==> src/rtl/cordic_uart_pkg.sv <==
// Shared constants and types for the CORDIC result UART packer.
// CORDIC_TX_CHECKSUM_EN selects the 6-byte frame that ends in an XOR checksum.
package cordic_uart_pkg;

    localparam logic [7:0] FRAME_HDR       = 8'hA5;
    localparam int         FRAME_LEN_CSUM  = 6;
    localparam int         FRAME_LEN_PLAIN = 5;

`ifdef CORDIC_TX_CHECKSUM_EN
    localparam int FRAME_LEN = FRAME_LEN_CSUM;
`else
    localparam int FRAME_LEN = FRAME_LEN_PLAIN;
`endif

    typedef enum logic [2:0] {
        IDLE  = 3'd0,
        HDR   = 3'd1,
        SIN_H = 3'd2,
        SIN_L = 3'd3,
        COS_H = 3'd4,
        COS_L = 3'd5,
        CSUM  = 3'd6
    } tx_state_t;

endpackage

==> src/rtl/sync_fifo.sv <==
// Single-clock FIFO with combinational read of the head entry and an occupancy count.
// A push into a full FIFO is accepted only when a pop happens on the same edge.
module sync_fifo #(
    parameter int WIDTH = 32,
    parameter int DEPTH = 8
) (
    input  logic                       i_clk,
    input  logic                       i_rst_n,
    input  logic                       push,
    input  logic                       pop,
    input  logic [WIDTH-1:0]           wdata,
    output logic [WIDTH-1:0]           rdata,
    output logic                       full,
    output logic                       empty,
    output logic [$clog2(DEPTH):0]     level
);

    localparam int AW    = $clog2(DEPTH);
    localparam int LVL_W = AW + 1;

    logic [WIDTH-1:0] mem [DEPTH];
    logic [AW-1:0]    wr_ptr;
    logic [AW-1:0]    rd_ptr;
    logic [LVL_W-1:0] count;
    logic             do_push;
    logic             do_pop;

    assign empty   = (count == '0);
    assign full    = (count == LVL_W'(DEPTH));
    assign do_pop  = pop && !empty;
    assign do_push = push && (!full || do_pop);
    assign rdata   = mem[rd_ptr];
    assign level   = count;

    always_ff @(posedge i_clk) begin
        if (do_push) begin
            mem[wr_ptr] <= wdata;
        end
    end

    // Pointers wrap naturally because DEPTH is a power of two.
    always_ff @(posedge i_clk or negedge i_rst_n) begin
        if (!i_rst_n) begin
            wr_ptr <= '0;
            rd_ptr <= '0;
            count  <= '0;
        end else begin
            if (do_push) begin
                wr_ptr <= wr_ptr + 1'b1;
            end
            if (do_pop) begin
                rd_ptr <= rd_ptr + 1'b1;
            end
            case ({do_push, do_pop})
                2'b10:   count <= count + 1'b1;
                2'b01:   count <= count - 1'b1;
                default: count <= count;
            endcase
        end
    end

endmodule

==> src/rtl/cordic_tx_packer.sv <==
// Buffers CORDIC sin/cos results and streams them to a UART as A5-headed byte frames.
// Define CORDIC_TX_CHECKSUM_EN to append the XOR of the four payload bytes.
module cordic_tx_packer
    import cordic_uart_pkg::*;
#(
    parameter int DATA_W     = 16,
    parameter int FIFO_DEPTH = 8
) (
    input  logic                          i_clk,
    input  logic                          i_rst_n,
    input  logic                          i_res_valid,
    input  logic [DATA_W-1:0]             i_sin,
    input  logic [DATA_W-1:0]             i_cos,
    output logic [7:0]                    o_tx_data,
    output logic                          o_tx_valid,
    input  logic                          i_tx_ready,
    input  logic                          i_ovf_clr,
    output logic                          o_ovf,
    output logic                          o_busy,
    output logic [$clog2(FIFO_DEPTH):0]   o_level
);

    localparam int        WORD_W     = 2 * DATA_W;
    localparam tx_state_t LAST_STATE = (FRAME_LEN == FRAME_LEN_CSUM) ? CSUM : COS_L;

    tx_state_t         state;
    tx_state_t         next_state;
    logic [WORD_W-1:0] frame;
    logic [WORD_W-1:0] fifo_rdata;
    logic              fifo_full;
    logic              fifo_empty;
    logic              pop;
    logic              drop;
    logic              handshake;
    logic              frame_done;
    logic              tx_valid;
    logic              next_valid;
    logic [7:0]        tx_data;
    logic [7:0]        next_data;
    logic              ovf;
    logic [7:0]        sin_hi;
    logic [7:0]        sin_lo;
    logic [7:0]        cos_hi;
    logic [7:0]        cos_lo;
`ifdef CORDIC_TX_CHECKSUM_EN
    logic [7:0]        csum;
`endif

    sync_fifo #(
        .WIDTH (WORD_W),
        .DEPTH (FIFO_DEPTH)
    ) u_fifo (
        .i_clk   (i_clk),
        .i_rst_n (i_rst_n),
        .push    (i_res_valid),
        .pop     (pop),
        .wdata   ({i_sin, i_cos}),
        .rdata   (fifo_rdata),
        .full    (fifo_full),
        .empty   (fifo_empty),
        .level   (o_level)
    );

    assign sin_hi = frame[WORD_W-1 -: 8];
    assign sin_lo = frame[WORD_W-9 -: 8];
    assign cos_hi = frame[DATA_W-1 -: 8];
    assign cos_lo = frame[DATA_W-9 -: 8];
`ifdef CORDIC_TX_CHECKSUM_EN
    assign csum   = sin_hi ^ sin_lo ^ cos_hi ^ cos_lo;
`endif

    assign handshake  = tx_valid && i_tx_ready;
    assign frame_done = handshake && (state == LAST_STATE);
    assign drop       = i_res_valid && fifo_full && !pop;

    assign o_tx_valid = tx_valid;
    assign o_tx_data  = tx_data;
    assign o_ovf      = ovf;
    assign o_busy     = (state != IDLE);

    always_ff @(posedge i_clk or negedge i_rst_n) begin
        if (!i_rst_n) begin
            state    <= IDLE;
            tx_valid <= 1'b0;
            tx_data  <= 8'h00;
            frame    <= '0;
        end else begin
            state    <= next_state;
            tx_valid <= next_valid;
            tx_data  <= next_data;
            if (pop) begin
                frame <= fifo_rdata;
            end
        end
    end

    // IDLE and the last-byte handshake share one path, so back-to-back frames have no gap.
    always_comb begin
        next_state = state;
        next_valid = tx_valid;
        next_data  = tx_data;
        pop        = 1'b0;
        if (state == IDLE || frame_done) begin
            if (!fifo_empty) begin
                pop        = 1'b1;
                next_state = HDR;
                next_valid = 1'b1;
                next_data  = FRAME_HDR;
            end else begin
                next_state = IDLE;
                next_valid = 1'b0;
                next_data  = 8'h00;
            end
        end else if (handshake) begin
            case (state)
                HDR: begin
                    next_state = SIN_H;
                    next_data  = sin_hi;
                end
                SIN_H: begin
                    next_state = SIN_L;
                    next_data  = sin_lo;
                end
                SIN_L: begin
                    next_state = COS_H;
                    next_data  = cos_hi;
                end
                COS_H: begin
                    next_state = COS_L;
                    next_data  = cos_lo;
                end
`ifdef CORDIC_TX_CHECKSUM_EN
                COS_L: begin
                    next_state = CSUM;
                    next_data  = csum;
                end
`endif
                default: begin
                    next_state = IDLE;
                    next_valid = 1'b0;
                    next_data  = 8'h00;
                end
            endcase
        end
    end

    // A drop on the same edge as a clear keeps the flag set.
    always_ff @(posedge i_clk or negedge i_rst_n) begin
        if (!i_rst_n) begin
            ovf <= 1'b0;
        end else if (drop) begin
            ovf <= 1'b1;
        end else if (i_ovf_clr) begin
            ovf <= 1'b0;
        end
    end

endmodule

==> config.mk <==
export PLATFORM = sky130hd
export DESIGN_NAME = cordic_tx_packer
export DESIGN_NICKNAME = d
export VERILOG_FILES = /design/src/rtl/cordic_uart_pkg.sv /design/src/rtl/sync_fifo.sv /design/src/rtl/cordic_tx_packer.sv
export SDC_FILE = /design/constraint.sdc
export NUM_CORES = 1
export LEC_CHECK = 0
export CELL_PAD_IN_SITES_DETAIL_PLACEMENT = 1
export CELL_PAD_IN_SITES_GLOBAL_PLACEMENT = 2
export CORE_ASPECT_RATIO = 0.5
export CORE_MARGIN = 4
export CORE_UTILIZATION = 40
export CTS_CLUSTER_SIZE = 20
export DETAILED_ROUTE_END_ITERATION = 7
export GPL_ROUTABILITY_DRIVEN = 1
export PLACE_DENSITY = 0.72
export SYNTH_ARGS = -nofsm -noshare
export SYNTH_HDL_FRONTEND = slang
export SYNTH_SLANG_ARGS = --single-unit
==> constraint.sdc <==
create_clock -name i_clk -period 5.1 [get_ports i_clk]
set_clock_uncertainty 0.1 [all_clocks]
set_input_delay 1.02 -clock i_clk [delete_from_list [all_inputs] [get_ports i_clk]]
set_output_delay 1.02 -clock i_clk [all_outputs]
set_load 0.005 [all_outputs]
# == Yosys cells after proc, flatten, opt, wreduce, memory -nomap -nowiden ==
# Memories as Yosys holds them, arrays and structs flattened. A register that Yosys moved wholly into a read port is not among the register bits.
# Cells that the tools add are included.
# word_totals
inputBits,37
ram_bits,256
mem_count,1
romBits,0
regBits,23
latch_bits,0
# memory_table
memory,depth,width,read_ports,rd_clocked_by_memory_dff,write_ports,line,source
u_fifo.mem,8,32,1,1,1,sync_fifo.sv:21,logic [WIDTH-1:0] mem [DEPTH];
# op_classes
div,0
muxes,18
magnitude_cmp,0
reduce_logical,20
eq_ne,9
n_addsub,4
n_mul,0
shifts,0
bitwise_logic,0
# ops
operator,n
$pmux W8 S4,1
$mux W8,3
$pmux W3 S4,1
$mux W1,10
$pmux W4 S2,1
$add A3 B1 Y3 const B,2
$eq A3 B2 Y1 const B,2
$eq A3 B3 Y1 const B,2
$logic_and A1 B1 Y1,6
$mux W3,2
$reduce_bool A2 Y1,3
$add A4 B1 Y4 const B,1
$eq A4 B4 Y1 const B,1
$logic_not A1 Y1,4
$logic_not A4 Y1,1
$reduce_or A4 Y1,1
$sub A4 B1 Y4 const B,1
$eq A3 B1 Y1 const B,1
$logic_not A3 Y1,1
$reduce_bool A3 Y1,1
$eq A2 B1 Y1 const B,1
$eq A2 B2 Y1 const B,1
$logic_or A1 B1 Y1,2
$ne A2 B1 Y1 const B,1
$reduce_and A2 Y1,1

# == Depth between registers and ports, before layout ==
# depth
word_depth,9
mapped_depth,13
ltp_nobuf,11

# == By module ==
# A second synthesis with hierarchy kept.
# hier_totals
hier_cells,596
hier_area_um2,12508.2
# by_module_without_submodules
mod,area_each_um2,instances,seq_area_each_um2,cells_per_inst
sync_fifo,10415.0,1,7937.6,436
cordic_tx_packer,2093.3,1,1126.1,160

# == Least setup slack after synthesis ==
# No wires, ideal clock.
# synth_path
path_kind,input to register
startpoint,in i_tx_ready
endpoint,mem u_fifo.mem[0][0] (enable)
path_stages,5
path_slack_ns,0.635
t_arrival_ns,3.904
n_path_buf,0
setup_ns,0.461
cell_sequence,nand4_2 > a21oi_1 > o21a_1 > nand2b_1 > nor3_1
# synth_via
elab_chain_len,9
# synth_rtl
element,line,source
"start, declared",cordic_tx_packer.sv:16,"input logic i_tx_ready,"
$logic_and A1 B1 Y1,cordic_tx_packer.sv:72,assign handshake = tx_valid && i_tx_ready;
$logic_and A1 B1 Y1,cordic_tx_packer.sv:73,assign frame_done = handshake && (state == LAST_STATE);
$logic_or A1 B1 Y1,cordic_tx_packer.sv:103,if (state == IDLE || frame_done) begin
$mux W1,cordic_tx_packer.sv:103,
$logic_and A1 B1 Y1,sync_fifo.sv:30,assign do_pop = pop && !empty;
$logic_or A1 B1 Y1,sync_fifo.sv:31,assign do_push = push && (!full || do_pop);
$logic_and A1 B1 Y1,sync_fifo.sv:31,
$mux W1,sync_fifo.sv:36,if (do_push) begin
$mux W1 (implied by the code),sync_fifo.sv:37,mem[wr_ptr] <= wdata;
"end, declared",sync_fifo.sv:21,
# No other way between the ends.

# == Worst setup path in the final report ==
# layout_path
startpoint,reg state[1]
endpoint,out o_busy
# layout_via
elab_chain_len,1
# layout_rtl
element,line,source
"start, declared",cordic_tx_packer.sv:26,tx_state_t state;
"start signal, assigned",cordic_tx_packer.sv:88,state <= next_state;
$reduce_bool A3 Y1,cordic_tx_packer.sv:79,assign o_busy = (state != IDLE);
"end, declared",cordic_tx_packer.sv:19,"output logic o_busy,"
# No other way between the ends.

==> flow_summary.ini <==
[clock_tree]
post-cts-setup-buffers = 0
h-tree-depth = 1
cts_hold_buf = 0
cts_resized = 0
clk_pin_slew_worst_paths_ns = 0.07
clkLatencyLatePin_ns = 0.55
clock_path_buffers = 3
cts_buffers = 28
cts_root_buf = clkbuf_16
cts_tree = yes
cts.sinks = 311

[placement]
place_area_um2 = 13200
port_buffers = 51
gp_congestion = 0.752
hpwl_um = 17400

[drt]
drc_errors = 0
viasPerCell = 5.31
wl_per_cell_um = 23.8
drtAntennaViolNets = 0
dr.pass1.iters = 4
drt_iter0_drc = 384
num_vias = 5940
totalWireLength_um = 26600

[critical_path]
cp.required_ns = 3.98
crit_path_end_kind = output pin
critical_path.max_fanout = 20
critPathLaunchType = register
reg2reg_depth = 6
timing.rr.end = u_fifo.mem[5][26]
worstSetupPathType = reg -> out
r2r_start = state[0]
crit_arrival_ns = 2.65
regToRegSetupSlack_ns = 1.74

[status]
status = finished clean

[finish]
synthToLayoutAreaGrowth_pct = 16.3
fin_nets = 747
drive_above_1_share = 0.194
final_cell_area_um2 = 14100
n_antenna_cell = 0

[die]
start_util = 0.412
die_w_um = 254
ios = 52
core_area_um2 = 29400
rows = 44
die_y_um = 131
die_area_um2 = 33300

[power_and_ir_drop]
p_per_area_nw_per_um2 = 584
combinationalPowerShare = 0.290
p_seq_frac = 0.446
p_int_mw = 5.62
peakVddDrop_mv = 0.279
p_switching_mw = 2.62
cellLeakagePower_nw = 4.76
swShare = 0.317
pwr-share-clk = 0.265

[logic_synthesis]
synth_top_cell_area_share = 0.634
synthDistinctLibCells = 42
syn_nets = 685
seq_area_frac_synth = 0.748
synth_top_area_cell = edfxtp_1
yosysWarnings = 0
yosys-top-cells-area = edfxtp_1 (63%), mux4_2 (12%), dfrtp_1 (11%)
synthArstFlopShare = 0.177
synth_area_per_cell_um2 = 18.8
synthFlopType = edfxtp_1
synth_most_common_cell = edfxtp_1
synth_common_cells = edfxtp_1 (256), mux4_2 (64), nand2_1 (56)
synth_edf_count = 256
synth_area_um2 = 12100
yosys_register_bits = 311
synthCells = 645

[global_route]
antenna_found_initial = 0
gr-total-overflow = 0
grt_max_degree = 75
grt_usage = 0.164
grt_pass1_wl_um = 41100
grt_pass1_vias = 6498

[job]
maxCapViolations = 0

[sta]
setup_tns_ns = 0
fin_crit_sh = 0.740
drv_slew = 0
worstMarginPinSlew_ns = 0.791
clock.fmax_mhz = 265
timing.slew.headroom = 0.473
finalCriticalPeriod_ns = 3.77
setup_viol = 0
rsz0062_at_grt = no
final_hold_viol_count = 0

[worst_hold_path]
hold_end = frame[11]
min_from = frame[11]
worstHoldPathCells = 2
hold_path_class = reg -> reg
## logic make-up (layout without fill, tap and decap cells)
group / after synthesis / count (layout) / synth area share
flip-flops: 311 / 311 / 0.748
adder cells (fa/ha/maj): 3 / 3 / 0.00310
multiplexers: 107 / 107 / 0.155
buffers and inverters: 38 / 121 / 0.0149
AO/OA/AOI/OAI: 75 / 75 / 0.0362
XOR/XNOR: 7 / 7 / 0.00506
AND/OR/NAND/NOR: 104 / 104 / 0.0385
## metal layers
metal,share of wire,up-vias,GRT usage,routed length (um)
met5,0,-,0,0
met4,0.016,0,0.0298,419
met3,0.056,31,0.0379,1480
met2,0.47,104,0.255,12400
met1,0.46,3130,0.241,12300
li1,-,2675,-,-
## power groups by stage
| stage | combinational [mW] | clock [mW] | sequential (mW) |
|---|---|---|---|
| global route | 2.63 | 2.35 | 3.75 |
| floorplan | 1.72 | 0 | 3.50 |
| CTS | 2.44 | 2.24 | 3.69 |
| finish | 2.39 | 2.18 | 3.67 |
| global placement | 2.40 | 0 | 3.72 |
| detailed placement | 2.44 | 0 | 3.74 |
## worst max-delay path, stage by stage (launching register included)
cell and delay [ns]:
dfrtp_1 0.67, nor3_1 0.69, inv_1 0.20, clkdlybuf4s50_1 0.53
## placed cells by master, fill, tap and decap left out, drive strengths merged, types with 8 or more instances in the layout
cell,Yosys,layout
edfxtp,256,256
mux4,64,64
nand2,56,56
dfrtp,55,55
clkdlybuf4s50,0,50
o21ai,45,45
mux2i,40,40
clkbuf,10,33
buf,24,16
nor2,16,16
clkinv,0,10
nand3,8,8
## worst max-delay path by stage
| stage | from | to | slack (ns) | cells past startpoint |
|---|---|---|---|---|
| detailed placement | i_tx_ready | u_fifo.mem[5][21] | 0.95 | 7 |
| floorplan | i_tx_ready | u_fifo.mem[0][0] | 0.64 | 5 |
| CTS | state[1] | o_busy | 1.30 | 3 |
| finish | state[1] | o_busy | 1.33 | 3 |
| global route | state[1] | o_busy | 1.16 | 3 |
| global placement | i_tx_ready | u_fifo.mem[5][31] | 1.03 | 7 |
## registers in the layout, summed over array words and instances (netlist names)
name,flops
frame,32
o_ovf,1
o_tx_valid,1
u_fifo.mem,256
u_fifo.wr_ptr,3
state,3
u_fifo.rd_ptr,3
o_tx_data,8
u_fifo.level,4
## cell type report
cell class                 count  area [um2]
fill                        2734       15300
sequential                   311        9070
multi-input combinational    296        2940
clock buffer                  33         719
timing repair buffer          66         643
tap                          391         489
clock inverter                18         231
inverter                       4        15.0
## through the flow
step	utilization	instances	power, mW	setup slack (ns)	hold slack (ns)
floorplan	-	645	5.23	0.635	0.350
CTS	0.480	1119	8.37	1.30	0.393
detailed placement	0.447	1068	6.18	0.949	0.377
global route	0.480	1119	8.73	1.16	0.417
global placement	0.447	1068	6.12	1.03	0.366
finish	0.480	1119	8.24	1.33	0.386
Note: power is estimated with default switching activity, not from simulation.
